**src/rtl/spi_slave.sv**
```systemverilog
// spi_slave: oversampling SPI slave, MSB first, 8- or 16-bit units.
//
// The SPI pins are asynchronous to clk. They are synchronized and
// edge-detected here. mosi is shifted into a 128-bit receive buffer, and a
// 128-bit transmit buffer is shifted out on miso. When ss deasserts, the
// received frame and its status are presented to the register/FIFO layer.
//
// Parameters:
//   MODE_16B  0 = 8-bit units, 1 = 16-bit units
//   CPOL      idle level of scl
//   CPHA      0 = sample on leading edge, 1 = sample on trailing edge
//
// Ports:
//   clk         system clock
//   rst         synchronous reset, active-high
//   slv_wfifo   transmit frame; bit 127 is sent first; latched at frame start
//   slv_ctrl    [7] enable, [6] done_clr (level), [5:0] ignored
//   slv_rfifo   received frame; the last bit received is in bit 0
//   slv_status  [7] busy, [6] done, [5] ovf, [4:0] unit_cnt
//   scl/ss/mosi SPI inputs from the master (asynchronous, ss active-low)
//   miso        SPI data out (registered)
module spi_slave #(
    parameter bit MODE_16B = 1'b0,
    parameter bit CPOL     = 1'b1,
    parameter bit CPHA     = 1'b1
) (
    input  logic         clk,
    input  logic         rst,
    input  logic [127:0] slv_wfifo,
    input  logic [7:0]   slv_ctrl,
    output logic [127:0] slv_rfifo,
    output logic [7:0]   slv_status,
    input  logic         scl,
    input  logic         ss,
    input  logic         mosi,
    output logic         miso
);

    typedef enum logic {ST_IDLE = 1'b0, ST_ACTIVE = 1'b1} state_t;

    localparam logic [3:0] BIT_LAST   = MODE_16B ? 4'd15 : 4'd7;
    localparam logic [4:0] UNIT_MAX   = MODE_16B ? 5'd8 : 5'd16;
    localparam logic [7:0] SAMPLE_MAX = 8'd128;

    logic [1:0]   scl_sync_r, ss_sync_r, mosi_sync_r;
    logic         scl_d_r, ss_d_r;
    logic         scl_s, ss_s, mosi_s;
    logic         scl_rise_s, scl_fall_s, ss_rise_s, ss_fall_s;
    logic         sample_edge_s, shift_edge_s;
    logic         enable_s, done_clr_s, busy_s;
    logic         unused_ctrl_s;

    state_t       state_r;
    logic         armed_r;
    logic [127:0] tx_buf_r, rx_buf_r, rfifo_r;
    logic [3:0]   bit_cnt_r;
    logic [4:0]   unit_cnt_r, st_unit_r;
    logic [7:0]   sample_cnt_r;
    logic         ovf_r, st_ovf_r, done_r, first_shift_r, miso_r;

    assign scl_s  = scl_sync_r[1];
    assign ss_s   = ss_sync_r[1];
    assign mosi_s = mosi_sync_r[1];

    assign scl_rise_s = scl_s & ~scl_d_r;
    assign scl_fall_s = ~scl_s & scl_d_r;
    assign ss_rise_s  = ss_s & ~ss_d_r;
    assign ss_fall_s  = ~ss_s & ss_d_r;

    // CPOL == CPHA samples on the rising scl edge, otherwise on the falling one.
    assign sample_edge_s = (CPOL == CPHA) ? scl_rise_s : scl_fall_s;
    assign shift_edge_s  = (CPOL == CPHA) ? scl_fall_s : scl_rise_s;

    assign enable_s      = slv_ctrl[7];
    assign done_clr_s    = slv_ctrl[6];
    assign unused_ctrl_s = ^slv_ctrl[5:0];

    assign busy_s     = (state_r == ST_ACTIVE);
    assign slv_rfifo  = rfifo_r;
    assign slv_status = {busy_s, done_r, st_ovf_r, st_unit_r};
    assign miso       = miso_r;

    // Two-flop synchronizers plus one history flop for edge detection.
    always_ff @(posedge clk) begin
        if (rst) begin
            scl_sync_r  <= 2'b00;
            ss_sync_r   <= 2'b00;
            mosi_sync_r <= 2'b00;
            scl_d_r     <= 1'b0;
            ss_d_r      <= 1'b0;
        end else begin
            scl_sync_r  <= {scl_sync_r[0], scl};
            ss_sync_r   <= {ss_sync_r[0], ss};
            mosi_sync_r <= {mosi_sync_r[0], mosi};
            scl_d_r     <= scl_sync_r[1];
            ss_d_r      <= ss_sync_r[1];
        end
    end

    // Frame FSM: arming, shifting, unit counting and frame-end capture.
    always_ff @(posedge clk) begin
        if (rst) begin
            state_r       <= ST_IDLE;
            armed_r       <= 1'b0;
            tx_buf_r      <= 128'd0;
            rx_buf_r      <= 128'd0;
            rfifo_r       <= 128'd0;
            bit_cnt_r     <= 4'd0;
            unit_cnt_r    <= 5'd0;
            st_unit_r     <= 5'd0;
            sample_cnt_r  <= 8'd0;
            ovf_r         <= 1'b0;
            st_ovf_r      <= 1'b0;
            done_r        <= 1'b0;
            first_shift_r <= 1'b0;
            miso_r        <= 1'b0;
        end else begin
            // Arming needs ss seen idle, so a frame already running is skipped.
            if (!enable_s) begin
                armed_r <= 1'b0;
            end else if (ss_s) begin
                armed_r <= 1'b1;
            end else begin
                armed_r <= armed_r;
            end

            // A frame-end below overrides this clear, so set wins.
            if (done_clr_s) begin
                done_r <= 1'b0;
            end else begin
                done_r <= done_r;
            end

            miso_r <= (state_r == ST_ACTIVE) ? tx_buf_r[127] : 1'b0;

            case (state_r)
                ST_IDLE: begin
                    if (enable_s && armed_r && ss_fall_s) begin
                        state_r       <= ST_ACTIVE;
                        tx_buf_r      <= slv_wfifo;
                        rx_buf_r      <= 128'd0;
                        bit_cnt_r     <= 4'd0;
                        unit_cnt_r    <= 5'd0;
                        sample_cnt_r  <= 8'd0;
                        ovf_r         <= 1'b0;
                        first_shift_r <= 1'b1;
                    end else begin
                        state_r <= ST_IDLE;
                    end
                end
                ST_ACTIVE: begin
                    if (!enable_s) begin
                        // Abort: the partial frame is dropped silently.
                        state_r <= ST_IDLE;
                    end else if (ss_rise_s) begin
                        state_r   <= ST_IDLE;
                        rfifo_r   <= rx_buf_r;
                        done_r    <= 1'b1;
                        st_ovf_r  <= ovf_r;
                        st_unit_r <= unit_cnt_r;
                    end else begin
                        if (sample_edge_s) begin
                            rx_buf_r <= {rx_buf_r[126:0], mosi_s};
                            if (bit_cnt_r == BIT_LAST) begin
                                bit_cnt_r <= 4'd0;
                                if (unit_cnt_r < UNIT_MAX) begin
                                    unit_cnt_r <= unit_cnt_r + 5'd1;
                                end else begin
                                    unit_cnt_r <= unit_cnt_r;
                                end
                            end else begin
                                bit_cnt_r <= bit_cnt_r + 4'd1;
                            end
                            // Counter stops at 128; any further sample is overflow.
                            if (sample_cnt_r == SAMPLE_MAX) begin
                                ovf_r <= 1'b1;
                            end else begin
                                sample_cnt_r <= sample_cnt_r + 8'd1;
                            end
                        end else begin
                            rx_buf_r <= rx_buf_r;
                        end
                        if (shift_edge_s) begin
                            // With CPHA=1 the first leading edge only presents the MSB.
                            if ((CPHA == 1'b1) && first_shift_r) begin
                                first_shift_r <= 1'b0;
                            end else begin
                                tx_buf_r      <= {tx_buf_r[126:0], 1'b0};
                                first_shift_r <= 1'b0;
                            end
                        end else begin
                            tx_buf_r <= tx_buf_r;
                        end
                    end
                end
                default: begin
                    state_r <= ST_IDLE;
                end
            endcase
        end
    end

endmodule

```
**config.mk**
```make
export PLATFORM = sky130hd
export DESIGN_NAME = spi_slave
export DESIGN_NICKNAME = d
export VERILOG_FILES = /design/src/rtl/spi_slave.sv
export SDC_FILE = /design/constraint.sdc
export NUM_CORES = 1
export LEC_CHECK = 0
export CAP_MARGIN = 20
export CORE_UTILIZATION = 35
export CTS_BUF_LIST = sky130_fd_sc_hd__clkbuf_16
export DETAILED_ROUTE_END_ITERATION = 12
export SLEW_MARGIN = 20
export SYNTH_ARGS = -nofsm -noshare
export SYNTH_HDL_FRONTEND = slang
export SYNTH_SLANG_ARGS = --single-unit
```
**constraint.sdc**
```tcl
create_clock -name clk -period 1.9 [get_ports clk]
set_input_delay 0.57 -clock clk [delete_from_list [all_inputs] [get_ports clk]]
set_output_delay 0.57 -clock clk [all_outputs]
set_load 0.02 [all_outputs]
```
==> results.cfg, run 1 <==
[yosys]
yosysUniqueCellTypes = 43
syn_avg_cell_area_um2 = 8.56
synth-edff-count = 0
ys_warn_count = 0
synthCells = 1934
yosys.area.top_type_share_pct = 50.9
synth_seq_cells = 421
ys.flop_type = dfxtp_1
syn_nets = 2079
yosysSeqAreaShare_pct = 50.9
synth_common_cells = dfxtp_1 (421), a21oi_1 (400), nand2_1 (285)
synth_area_um2 = 16600
yosysMostFrequentCell = dfxtp_1
async_flop_share_pct = 0
synthTopCellsByArea = dfxtp_1 (51%), a21oi_1 (12%), mux2i_1 (7.7%)
synth_top_cell_by_area = dfxtp_1

[floorplan]
num_io_pins = 278
start_util_pct = 35.6
dieArea_um2 = 48200
die_w_um = 219
die_h_um = 219
core_area_um2 = 46600
row_count = 79

[cts]
h-tree-depth = 2
clk_path_buf_depth = 3
cts_made_buffers = 46
cts_sinks = 421
tritoncts = done
clock_latency_ns = 0.57
clk_pin_slew_worst_paths_ns = 0.06
clockRootBuffer = clkbuf_16

[sta]
maxSlewViolCount = 0
rsz0062_at_grt = no
hold_viol = 0
max_slew.worst_pin.slew_ns = 0.973
fin_setup_tns_ns = 0
final-setup-viol-count = 0
skew_ns = 0.0224
min_period_over_period_pct = 97.3
holdWs_ns = 0.311
period_needed_ns = 1.85
fmax_mhz = 541
slew_headroom_pct = 35.1

[worst_setup_path]
slowest_stage = dfxtp_1
critPathCaptureType = output port
crit_family = flip-flops
path_cells = dlygate4sd2_1
crit_buf_inv = 1
required_ns = 1.33
crit_fanout = 2
slowest_delay_ns = 0.37
crit_arrival_ns = 1.28
critical_path_class = reg2out
r2r_setup_slack_ns = 0.12
startpoint_type = register

[status]
status = complete, no violations

[placement]
dp_hpwl_um = 28800
place_inst = 2706
gp_congestion = 0.795
place_area_um2 = 20500
io_buffers = 271

[routing]
wire_per_inst_um = 15.8
drc = 0
drt_wl_total_um = 44000
drtAntennaViolNets = 0
first_iter_violations = 976
vias = 14700
first_pass_iters = 5
via_per_inst = 5.29

[finish]
antenna_cells = 0
final-seq-area_um2 = 8430
fill_cells = 4415
nNetsFinal = 2294
multi_input_area_um2 = 7400
drive_gt1_share_pct = 8.17
stdcell_count = 2786
fin_area_um2 = 21700
post-route-util_pct = 46.7
syn_to_final_growth_pct = 31.3

[global_route]
grt_max_degree = 128
grt_pass1_vias = 13800
grt_pass1_wl_um = 71200
overflow = 0
grt_usage_pct = 17.9
antenna_found_initial = 1

[power_and_ir_drop]
vdd_drop_max_mv = 0.743
power_density_nw_per_um2 = 803
p_leak_nw = 7.40

[worst_hold_path]
hold_path.class = in2reg

[job]
maxCapViolations = 0
power by group:
| group | switching, mW | internal, mW |
|---|---|---|
| registers | 0.00835 | 8.84 |
| logic | 0.283 | 0.352 |
| clock network | 3.53 | 4.45 |
| total | 3.82 | 13.6 |
worst paths after layout:
kind | depth (start not counted) | startpoint | to
worst max-delay path | 1 | slv_rfifo[36] | slv_rfifo[36]
worst min-delay path | 2 | rst | scl_d_r
worst max register to register | 4 | unit_cnt_r[4] | unit_cnt_r[3]
worst min register to register | 2 | tx_buf_r[127] | miso
cell usage in the layout, fill, tap and decap left out, types with 4 or more instances in the layout:
cell and instances:
nand3_1 137, inv_1 16, o21ai_1 133, nand2b_1 4
dlygate4sd2_1 119, nor2b_1 13, a31oi_1 10, clkinv_2 6
mux2i_1 127, a211oi_1 126, buf_12 40, clkdlybuf4s50_1 132
nor2_1 10, clkdlybuf4s15_1 13, clkbuf_16 47, clkinv_1 11
a21oi_1 400, nand4_1 7, o21ai_0 6, buf_4 54
nand2_1 284, dfxtp_1 418, nand3b_1 4
layout make-up:
class | count | area share [%]
Multi-Input combinational cell | 1306 | 34.0
Clock inverter | 31 | 0.656
Clock buffer | 47 | 5.41
Timing Repair Buffer | 368 | 17.5
Sequential cell | 421 | 38.8
Inverter | 6 | 0.104
Tap cell | 607 | 3.49
sequential cells by signal, summed over array words and instances (netlist names):
| signal | flops |
|---|---|
| scl_d_r | 1 |
| scl_sync_r | 2 |
| armed_r | 1 |
| unit_cnt_r | 5 |
| st_unit_r | 5 |
| ss_d_r | 1 |
| done_r | 1 |
| ovf_r | 1 |
| slv_rfifo | 128 |
| st_ovf_r | 1 |
| tx_buf_r | 128 |
| first_shift_r | 1 |
| bit_cnt_r | 4 |
| rx_buf_r | 128 |
| ss_sync_r | 2 |
| busy_s | 1 |
| mosi_sync_r | 2 |
| miso | 1 |
| sample_cnt_r | 8 |
metal layers:
| layer | track usage [%] | share of wire [%] | routed length [um] | vias to the layer above |
|---|---|---|---|---|
| li1 | - | - | - | 7299 |
| met1 | 24.4 | 46 | 20400 | 6984 |
| met2 | 28.1 | 45 | 19800 | 386 |
| met3 | 4.62 | 6.8 | 2980 | 60 |
| met4 | 4.54 | 1.8 | 780 | 2 |
| met5 | 0 | 0.030 | 13 | - |
cell families (layout without fill, tap and decap cells):
group / after synthesis / in the layout / share of synthesized area, %
adder cells (fa/ha/maj): 4 / 4 / 0.302
flip-flops: 421 / 421 / 50.9
buffers and inverters: 207 / 452 / 4.94
AO/OA/AOI/OAI: 689 / 689 / 23.1
multiplexers: 127 / 127 / 7.68
AND/OR/NAND/NOR: 486 / 486 / 13.1
per-stage QoR:
| step | worst slack, ns | power, mW |
|---|---|---|
| CTS | 0.00158 | 17.7 |
| detailed placement | -0.571 | 9.68 |
| finish | 0.0506 | 17.5 |
| global route | 0.00127 | 18.1 |
| floorplan | -0.0250 | 9.27 |
| global placement | -0.595 | 9.67 |
repair_timing:
item | CTS | global route
resized for setup | 149 | 21
hold buffers | 0 | 0
pin swaps | 0 | 5
setup endpoints to repair | 137 | 174
setup buffers | 0 | 2
Note: power is estimated with default switching activity, not from simulation.
==> inputs of run 2 (changes only) <==
--- a/config.mk
+++ b/config.mk
@@ -9,7 +9,8 @@
 export CORE_UTILIZATION = 35
 export CTS_BUF_LIST = sky130_fd_sc_hd__clkbuf_16
 export DETAILED_ROUTE_END_ITERATION = 12
-export SLEW_MARGIN = 20
+export SETUP_SLACK_MARGIN = 0.05
+export SLEW_MARGIN = 25
 export SYNTH_ARGS = -nofsm -noshare
 export SYNTH_HDL_FRONTEND = slang
 export SYNTH_SLANG_ARGS = --single-unit
==> results.cfg, run 2 (same netlist as run 1, synthesis figures left out) <==
[cts]
clk_path_buf_depth = 3
tritoncts = done
clk_pin_slew_worst_paths_ns = 0.06
h-tree-depth = 2
clock_latency_ns = 0.57
cts-hold-fix-buffers = 0
clockRootBuffer = clkbuf_16
cts_made_buffers = 45
cts_sinks = 421

[power_and_ir_drop]
netSwitchingPower_mw = 3.94
p_leak_nw = 7.07
total_power_mw = 18.0
pwr-share-seq_pct = 49.1
vdd_drop_max_mv = 0.477
comb_power_share_pct = 3.5
p_int_mw = 14.1
p_sw_share_pct = 21.9
power_density_nw_per_um2 = 822
power_frac_clock_pct = 47.3

[sta]
period_needed_ns = 1.80
max_slew.worst_pin.slew_ns = 0.423
min_period_over_period_pct = 94.5
skew_ns = 0.0200
fmax_mhz = 557
hold_viol = 0
maxSlewViolCount = 0
slew_headroom_pct = 71.8
final-setup-viol-count = 0
rsz0062_at_grt = no

[status]
status = complete, no violations

[worst_setup_path]
crit_arrival_ns = 1.23
crit_fanout = 2
critical_path_class = reg2out
critPathCaptureType = output port
cp-startpoint = slv_rfifo[66]
r2r-start = unit_cnt_r[4]
startpoint_type = register
slowest_stage = dfxtp_1
path_cells = dlygate4sd2_1
crit_family = flip-flops
required_ns = 1.33
r2r_setup_slack_ns = 0.14
slowest_delay_ns = 0.33
crit_buf_inv = 1

[placement]
gp_congestion = 0.778
place_inst = 2698
io_buffers = 271
dp_hpwl_um = 28700

[routing]
vias = 14600
drc = 0
first_iter_violations = 991
drtAntennaViolNets = 0
drt_wl_total_um = 44300
via_per_inst = 5.25
wire_per_inst_um = 15.9
first_pass_iters = 5

[worst_hold_path]
hold_start = rst
hold_path.class = in2reg

[global_route]
grt_pass1_vias = 13700
antenna_found_initial = 1
grt_max_degree = 79
grt_usage_pct = 18.1
overflow = 0
grt_pass1_wl_um = 71700

[floorplan]
num_io_pins = 278
core_area_um2 = 46600
die_w_um = 219
dieArea_um2 = 48200
die_h_um = 219
row_count = 79
start_util_pct = 35.6

[finish]
syn_to_final_growth_pct = 32.4
final_common_cell = dfxtp_1
stdcell_count = 2785
nNetsFinal = 2286
layout_common_cells = dfxtp_1 (413), a21oi_1 (400), nand2_1 (284), nand3_1 (137), o21ai_1 (133)
drive_gt1_share_pct = 11.3

[job]
maxCapViolations = 0
[run 2: cell count changes in the layout (fill, tap and decap cells not counted), moves of 5 or more]
cell / before / now
buf_12: 40 / 48
buf_2: 0 / 5
buf_4: 54 / 36
clkbuf_2: 3 / 36
clkdlybuf4s15_1: 13 / 61
clkdlybuf4s15_2: 2 / 26
dfxtp_1: 418 / 413
dfxtp_2: 2 / 7
dlygate4sd2_1: 119 / 9
[run 2: power by group through the flow]
| stage | clock network, mW | registers (mW) | logic (mW) |
|---|---|---|---|
| floorplan | 0 | 9.04 | 0.232 |
| global placement | 0 | 9.04 | 0.638 |
| detailed placement | 0 | 9.04 | 0.645 |
| CTS | 8.81 | 8.85 | 0.647 |
| global route | 9.15 | 8.84 | 0.687 |
| finish | 8.53 | 8.85 | 0.639 |
[run 2: path summary, 6_finish.rpt]
| check | endpoint | depth (start not counted) |
|---|---|---|
| hold / removal | sample_cnt_r[5] | 2 |
| setup reg to reg | unit_cnt_r[3] | 4 |
| hold reg to reg | miso | 2 |
| setup / recovery | slv_rfifo[66] | 1 |
[run 2: final cells by class]
type                    count  area [um2]
clock buffers              45        1130
repair buffers            361        3860
inverters                   6        22.5
fillers                  4432       24600
diodes                      1        2.50
multi-input cells        1306        7400
well taps                 607         759
clock inverters            38         305
flip-flops and latches    421        8440
[run 2: worst register-to-register path, delay by kind of cell, from the launching register on]
family / cells / cell delay (ns)
and+or+nand+nor: 3 / 1.23
AOI/OAI and AO/OA: 1 / 0.13
DFF: 1 / 0.33
[run 2: repair_timing]
item	in CTS	in global routing
resized for setup	252	104
cloned	1	0
setup endpoints to repair	167	295
endpoints found under the hold margin	0	0
setup buffers	0	2
pin swaps	0	2
[run 2: metal layers]
layer	share of wire, %	track usage [%]	vias up
li1	-	-	7296
met1	47	25.0	6927
met2	45	28.2	332
met3	5.9	4.18	63
met4	1.8	4.84	2
met5	0.029	0	-
[run 2: per-stage QoR]
step | hold slack [ns] | cell area, um2 | setup WS, ns | util [%] | TNS [ns]
2_1_floorplan | 0.408 | 16600 | 0.0102 | - | 0
3_3_place_gp | 0.423 | 20600 | -0.528 | 44.2 | -159.66
3_5_place_dp | 0.425 | 20600 | -0.605 | 44.2 | -173.33
4_1_cts | 0.218 | 22000 | 0.0505 | 47.2 | 0
5_1_grt | 0.225 | 21900 | 0.0500 | 47.1 | 0
6_report | 0.256 | 21900 | 0.104 | 47.1 | 0
